===== src/rtl/kv_cmd_master.sv =====
// Command FIFO and single-outstanding bus master for the key/value store.
// Build option KV_CMD_TIMEOUT_EN adds an ACK watchdog that aborts with rsp_err=1.
`timescale 1ns/1ps

module kv_cmd_master #(
   parameter int DEPTH   = 4,
   parameter int TIMEOUT = 15
) (
   input  logic       sys_clk,
   input  logic       sys_rst_n,
   input  logic       cmd_valid,
   output logic       cmd_ready,
   input  logic       cmd_we,
   input  logic       cmd_adr_is_key,
   input  logic       cmd_dat_is_key,
   input  logic [7:0] cmd_adr,
   input  logic [7:0] cmd_dat,
   output logic       rsp_valid,
   input  logic       rsp_ready,
   output logic [7:0] rsp_dat,
   output logic       rsp_err,
   output logic       STB_o,
   output logic       WE_o,
   output logic       ADR_IS_KEY_o,
   output logic       DAT_IS_KEY_o,
   output logic [7:0] ADR_o,
   output logic [7:0] DAT_o,
   input  logic       ACK_i,
   input  logic [7:0] DAT_i,
   input  logic       STALL_i
);

   // state | meaning
   // IDLE  | no transaction; pop head when FIFO non-empty and store not stalled
   // REQ   | STB_o high, bus fields frozen, waiting for ACK_i (or watchdog)
   // RESP  | response held until rsp_ready while ACK_i is low
   typedef enum logic [1:0] {S_IDLE, S_REQ, S_RESP} state_t;

   localparam int AW = $clog2(DEPTH);
   localparam int CW = AW + 1;

   if (DEPTH < 2 || (DEPTH & (DEPTH - 1)) != 0) begin : g_bad_depth
      $error("kv_cmd_master: DEPTH must be a power of two >= 2");
   end
   if (TIMEOUT < 1) begin : g_bad_timeout
      $error("kv_cmd_master: TIMEOUT must be >= 1");
   end

   state_t        state_q;
   logic [AW-1:0] wr_ptr_q, rd_ptr_q;
   logic [CW-1:0] count_q;
   logic [18:0]   mem_q [DEPTH];
   logic [18:0]   head;
   logic          push, pop;

   logic       stb_q, we_q, adr_key_q, dat_key_q, rsp_valid_q;
   logic [7:0] adr_q, dat_q, rsp_dat_q;

   assign cmd_ready = (count_q != CW'(DEPTH));
   assign push      = cmd_valid & cmd_ready;
   assign pop       = (state_q == S_IDLE) && (count_q != '0) && !STALL_i;
   assign head      = mem_q[rd_ptr_q];

   always_ff @(posedge sys_clk) begin
      if (push) mem_q[wr_ptr_q] <= {cmd_we, cmd_adr_is_key, cmd_dat_is_key, cmd_adr, cmd_dat};
   end

   always_ff @(posedge sys_clk or negedge sys_rst_n) begin
      if (!sys_rst_n) begin
         wr_ptr_q <= '0;
         rd_ptr_q <= '0;
         count_q  <= '0;
      end else begin
         if (push) wr_ptr_q <= wr_ptr_q + 1'b1;
         if (pop)  rd_ptr_q <= rd_ptr_q + 1'b1;
         case ({push, pop})
            2'b10:   count_q <= count_q + 1'b1;
            2'b01:   count_q <= count_q - 1'b1;
            default: count_q <= count_q;
         endcase
      end
   end

`ifdef KV_CMD_TIMEOUT_EN
   localparam int TW = $clog2(TIMEOUT + 1);
   logic [TW-1:0] tmo_q;
   logic          rsp_err_q;
   assign rsp_err = rsp_err_q;
`else
   assign rsp_err = 1'b0;
`endif

   always_ff @(posedge sys_clk or negedge sys_rst_n) begin
      if (!sys_rst_n) begin
         state_q     <= S_IDLE;
         stb_q       <= 1'b0;
         we_q        <= 1'b0;
         adr_key_q   <= 1'b0;
         dat_key_q   <= 1'b0;
         adr_q       <= '0;
         dat_q       <= '0;
         rsp_valid_q <= 1'b0;
         rsp_dat_q   <= '0;
`ifdef KV_CMD_TIMEOUT_EN
         tmo_q       <= '0;
         rsp_err_q   <= 1'b0;
`endif
      end else begin
         case (state_q)
            S_IDLE: begin
               if (pop) begin
                  stb_q     <= 1'b1;
                  we_q      <= head[18];
                  adr_key_q <= head[17];
                  dat_key_q <= head[16];
                  adr_q     <= head[15:8];
                  dat_q     <= head[7:0];
                  state_q   <= S_REQ;
`ifdef KV_CMD_TIMEOUT_EN
                  tmo_q     <= '0;
`endif
               end
            end
            S_REQ: begin
               // ACK takes priority over a watchdog expiry in the same cycle
               if (ACK_i) begin
                  stb_q       <= 1'b0;
                  rsp_dat_q   <= DAT_i;
                  rsp_valid_q <= 1'b1;
                  state_q     <= S_RESP;
`ifdef KV_CMD_TIMEOUT_EN
                  rsp_err_q   <= 1'b0;
               end else if (tmo_q == TW'(TIMEOUT - 1)) begin
                  stb_q       <= 1'b0;
                  rsp_dat_q   <= 8'hFF;
                  rsp_err_q   <= 1'b1;
                  rsp_valid_q <= 1'b1;
                  state_q     <= S_RESP;
               end else begin
                  tmo_q       <= tmo_q + 1'b1;
`endif
               end
            end
            S_RESP: begin
               // ACK must be low before leaving so the next strobe never overlaps it
               if (rsp_ready && !ACK_i) begin
                  rsp_valid_q <= 1'b0;
                  state_q     <= S_IDLE;
               end
            end
            default: state_q <= S_IDLE;
         endcase
      end
   end

   assign STB_o        = stb_q;
   assign WE_o         = we_q;
   assign ADR_IS_KEY_o = adr_key_q;
   assign DAT_IS_KEY_o = dat_key_q;
   assign ADR_o        = adr_q;
   assign DAT_o        = dat_q;
   assign rsp_valid    = rsp_valid_q;
   assign rsp_dat      = rsp_dat_q;

endmodule


===== config.mk =====
export PLATFORM = sky130hd
export DESIGN_NAME = kv_cmd_master
export DESIGN_NICKNAME = d
export VERILOG_FILES = /design/src/rtl/kv_cmd_master.sv
export SDC_FILE = /design/constraint.sdc
export NUM_CORES = 1
export LEC_CHECK = 0
export CAP_MARGIN = 20
export CORE_MARGIN = 4
export CORE_UTILIZATION = 55
export CTS_BUF_LIST = sky130_fd_sc_hd__clkbuf_8
export CTS_CLUSTER_DIAMETER = 80
export DETAILED_ROUTE_END_ITERATION = 8
export HOLD_SLACK_MARGIN = 0.05
export MAX_ROUTING_LAYER = met4
export PLACE_DENSITY = 0.81
export SLEW_MARGIN = 20
export SYNTH_ARGS = -nofsm -noshare
export SYNTH_HDL_FRONTEND = slang
export SYNTH_SLANG_ARGS = --single-unit
export TNS_END_PERCENT = 1

===== constraint.sdc =====
create_clock -name sys_clk -period 4 [get_ports sys_clk]
set_clock_uncertainty 0.2 [all_clocks]
set_input_delay 1.2 -clock sys_clk [delete_from_list [all_inputs] [get_ports sys_clk]]
set_output_delay 1.2 -clock sys_clk [all_outputs]
set_load 0.01 [all_outputs]

After elaboration in Yosys (flattened, before gate mapping)
Memory sizes are Yosys's and may differ from the RTL's. A register that Yosys moved wholly into a read port is not among the register bits.
Index checks and enable logic that the tools add are counted.
Operators by class
  add/sub/neg operators: 4
  eq/ne operators: 8
  mux-type cells: 13
  bitwise operators: 1
  reduce and logical (&&, ||, !) cells: 16
Operators by type and width (count)
  3-bit AND reduction: 3
  1-bit 2-to-1 mux: 6
  2-bit 2-to-1 mux: 3
  2-bit inequality test, second input constant: 3
  2-bit one-hot mux with 3 select lines: 1
  3-bit one-hot mux with 2 select lines: 1
  2-bit nonzero test: 3
  2-bit by 1-bit adder with 2-bit output, second input constant: 2
  2-bit by 1-bit equality test with 1-bit output, second input constant: 2
  2-bit equality test, second input constant: 2
  1-bit one-hot mux with 2 select lines: 2
  2-bit AND reduction: 2
  3-bit by 1-bit adder with 3-bit output, second input constant: 1
  1-bit logical AND: 3
  1-bit logical NOT: 3
  3-bit inequality test, second input constant: 1
  3-bit nonzero test: 1
  3-bit by 1-bit subtractor with 3-bit output, second input constant: 1
  2-bit logical NOT: 1
  1-bit bitwise AND: 1
Word-level totals
  bits in registers: 19
  bits in writable memories: 76
  output and inout port bits: 31
  logic and storage cells: 50
  memories: 1
Memory list
  mem_q: depth 4, width 19, rd ports 1, clocked after Yosys merged registers in 1, write ports 1, line 52  | logic [18:0] mem_q [DEPTH];

Logic depth before layout (Yosys ltp)
  depth in word-level cells: 5
  mapped depth: 10
  gate-level depth less buffers: 9

Worst setup path after synthesis
Ideal clock, no wire load.
  path type: input -> register
  start point: in STALL_i
  end point: reg count_q[2]
  arrival time: 2.788 ns
  data required time: 3.721 ns
  path slack: 0.933 ns
  stages on the path: 10
  path buffers: 2
  path through: nor3_1 -> nor2b_1 -> buf_4 -> buf_6 -> ha_1 -> inv_1 -> fa_1 -> xor2_1 -> nor2_1 -> xor2_1
On the way
  cells in the longest elaborated chain, start to end: 4
  elaborated cells between the ends (all ways): 6
  those cells by class: 2 x eq/ne; 1 x mux; 3 x reduce/logical
Ends and longest elaborated chain
  start, declared: line 30  | input logic STALL_i
  1-bit logical NOT *: line 61  | assign pop = (state_q == S_IDLE) && (count_q != '0) && !STALL_i;
  1-bit logical AND *: line 61
  2-bit by 1-bit equality test with 1-bit output / 2-bit equality test (equally long branches): line 76  | case ({push, pop})
  3-bit one-hot mux with 2 select lines / 2-bit nonzero test (equally long branches)
  end signal, assigned: line 77  | 2'b10: count_q <= count_q + 1'b1;
  end signal, assigned: line 78  | 2'b01: count_q <= count_q - 1'b1;
  end signal, assigned: line 79  | default: count_q <= count_q;
  end, declared: line 51  | logic [CW-1:0] count_q;
Every way passes the cells marked *; elsewhere a longest branch is shown, timed or not.
A chain may end at the register's enable or synchronous reset.

Worst setup path in the final report
  start point: reg count_q[0]
  end point: out cmd_ready
On the way
  cells in the longest elaborated chain, start to end: 1
Ends and longest elaborated chain
  3-bit inequality test: line 59  | assign cmd_ready = (count_q != CW'(DEPTH));
  end, declared: line 12  | output logic cmd_ready,
Every way passes these cells.

==> reports/metrics.cfg <==
[status]
outcome = completed

[global_route]
grt_overflow = 0
antenna_found_initial = 0
grt_max_degree = 39
grt_pass1_vias = 2277
grtUsageTotal_pct = 17.41
grt_pass1_wl_mm = 12.01

[setup_path]
path_cells = or3b_4 -> clkdlybuf4s50_1
end_kind = output pin
crit_type = reg -> out
worstSetupStartpointType = flop
critical_path.max_stage_delay_ns = 0.50
worstPathArrival_ns = 1.77
cpLargestDelayFamily = buffers and inverters
r2r-end = count_q[2]$_DFFE_PN0P_
reg2reg_from = count_q[0]$_DFFE_PN0P_
cp_num_buf_inv = 1
cpMaxStageDelayCell = clkdlybuf4s50_1
critPathMaxFanout = 6
required_ns = 2.60
r2r_setup_slack_ns = 1.62
reg2reg_depth = 9

[sta]
finalHoldViolCount = 0
worstMarginPinSlew_ns = 0.9370
period_needed_ns = 3.170
tns_ns = 0
finalCritPeriodShare_pct = 79.26
maxSlewHeadroom_pct = 37.53
drv_slew = 0
rsz0062_at_grt = no
setup_viol = 0
fmax_ghz = 0.3154

[die]
initial_utilization_pct = 57.04
core.rowCount = 32
pin_count = 64
dieArea_um2 = 9555
design.core.area_um2 = 7767
die_h_um = 97.75
die_w_um = 97.75

[clock_tree]
cts_max_path_buffers = 2
cts_buffers = 17
clockRootBuffer = clkbuf_8
cts_resized = 0
post-cts-setup-buffer-count = 0
clock_latency_ns = 0.41
cts_sinks = 114
clk_pin_slew_ns = 0.07
cts_tree = done
htreeDepth = 4
hold_buffers = 0

[logic_synthesis]
synth_top_area_share_pct = 51.51
yosys-top-cells-area = edfxtp_1 52%, dfrtp_1 21%, mux4_2 9.1%, mux2_4 6.4%, mux2_2 2.3%
synth_top_area_cell = edfxtp_1
avgSynthCellArea_um2 = 21.00
syn_inst = 211
syn_area_um2 = 4430
yosys_warnings = 0
synth_nets = 250
synth.distinct_cells = 32
ys_ff_latch = 114
yosysSeqAreaShare_pct = 72.97

[power_and_ir_drop]
leakagePower_nw = 2.109
peakVddDrop_uv = 397.1
pwr_density_cell_nw_per_um2 = 766.1
total_power_mw = 4.233

[routing]
firstDrtPassIters = 4
wire_per_inst_um = 18.11
drt_iter0_drc = 141
drc_errors = 0
via_per_inst = 5.317
ant_nets = 0
finalWirelength_mm = 7.318
vias = 2148

[worst_hold_path]
min-delay-start = STB_o$_DFFE_PN0P_
min_to = STB_o$_DFFE_PN0P_
holdPathStages = 1
min_path_type = reg -> reg

[placed_design]
io_buffers = 62
hpwl_mm = 4.535
dpl.cell_count = 372
gpl.final_weighted_congestion = 0.7816

[final_layout]
n_antenna_cell = 0
area_delta_synth_final_pct = 24.71
fillers = 514
drive_above_1_share_pct = 28.81
instances_no_fill = 404
nets = 328

[job]
drv_cap = 0

## cells in the final DEF (no fill, tap or decap)
cell type         n
a21o_1            1
a21oi_1           2
and2_4            1
and3_1            4
and3b_1           1
buf_2             1
buf_4             6
bufinv_16         1
clkbuf_8         21
clkdlybuf4s50_1  61
clkinv_2          6
conb_1            1
dfrtp_1          38
edfxtp_1         76
fa_1              1
ha_1              5
inv_1             7
inv_4             3
mux2_2            9
mux2_4           19
mux2i_1           1
mux4_1            1
mux4_2           18
nand2_1           1
nand2b_1          1
nand3b_1          2
nor2_1            1
nor2b_4           1
nor3_1            2
nor3b_1           1
o21ai_0           1
or2_1             1
or3b_4            1
xnor2_1           2
xor2_1            4
## worst max path at each step
stage	end	depth (start not counted)	slack, ns	startpoint
floorplan	count_q[2]$_DFFE_PN0P_	10	0.93	STALL_i
global placement	count_q[2]$_DFFE_PN0P_	9	0.72	STALL_i
detailed placement	count_q[2]$_DFFE_PN0P_	9	0.65	STALL_i
CTS	cmd_ready	2	0.82	count_q[0]$_DFFE_PN0P_
global route	cmd_ready	2	0.78	count_q[0]$_DFFE_PN0P_
finish	cmd_ready	2	0.83	count_q[0]$_DFFE_PN0P_
## Yosys cell counts, drive strengths merged
| cell type | number |
|---|---|
| buf | 7 |
| a21oi | 2 |
| edfxtp | 76 |
| mux2 | 28 |
| nor3 | 2 |
| ha | 5 |
| clkbuf | 2 |
| mux2i | 1 |
| mux4 | 19 |
| a21o | 1 |
| conb | 1 |
| or3b | 1 |
| nand3b | 2 |
| nor2 | 1 |
| xor2 | 4 |
| and2 | 1 |
| nor2b | 1 |
| fa | 1 |
| nand2b | 1 |
| dfrtp | 38 |
| inv | 6 |
| nand2 | 1 |
| xnor2 | 2 |
| nor3b | 1 |
| and3b | 1 |
| or2 | 1 |
| and3 | 4 |
| o21ai | 1 |
## sequential cells by signal, indices dropped and copies added (netlist names), 2 cells and up
signal	flops
mem_q	76
DAT_o	8
ADR_o	8
rsp_dat	8
count_q	3
wr_ptr_q	2
rd_ptr_q	2
state_q	2
## cell type report
| cell class | count | area (µm²) | share of cell area (%) |
|---|---|---|---|
| clock inverters | 11 | 82.58 | 1.495 |
| repair buffers | 68 | 660.6 | 11.96 |
| flip-flops and latches | 114 | 3233 | 58.51 |
| clock buffers | 21 | 289.0 | 5.231 |
| multi-input cells | 82 | 1110 | 20.09 |
| inverters | 6 | 22.52 | 0.4076 |
| well taps | 102 | 127.6 | 2.310 |
## logic make-up (layout without fill, tap and decap cells)
family	count (synthesis)	count (layout)	synth area share, %
other cells	1	1	0.08464
fa+ha+maj	6	6	1.864
buf+inv	15	106	2.146
xor+xnor	6	6	1.186
mux	48	48	18.70
flops	114	114	72.97
simple gates	17	17	2.542
compound gates	4	4	0.5083
## power breakdown
group	switching, mW	internal [mW]	leakage, nW
clock network	0.432	0.548	0.207
logic	0.532	0.865	0.759
registers	0.219	1.64	1.14
total	1.18	3.05	2.11
## per-layer routing
| metal | vias up | part of all wire (%) | GRT usage [%] |
|---|---|---|---|
| li1 | 969 | - | - |
| met4 | 0 | 1.3 | 7.029 |
| met3 | 11 | 4.6 | 4.786 |
| met1 | 1099 | 40 | 19.43 |
| met5 | - | 0 | - |
| met2 | 69 | 54 | 29.73 |
## metrics by stage
| step | hold slack, ns | worst slack (ns) | utilization [%] | instance area (µm²) |
|---|---|---|---|---|
| 3_5_place_dp | 0.2805 | 0.6530 | 66.35 | 5154 |
| 3_3_place_gp | 0.2685 | 0.7175 | 66.35 | 5154 |
| 2_1_floorplan | 0.2564 | 0.9330 | - | 4431 |
| 4_1_cts | 0.2899 | 0.8160 | 71.13 | 5525 |
| 6_report | 0.2878 | 0.8297 | 71.13 | 5525 |
| 5_1_grt | 0.3062 | 0.7750 | 71.13 | 5525 |
Note: power is estimated with default switching activity, not from simulation.
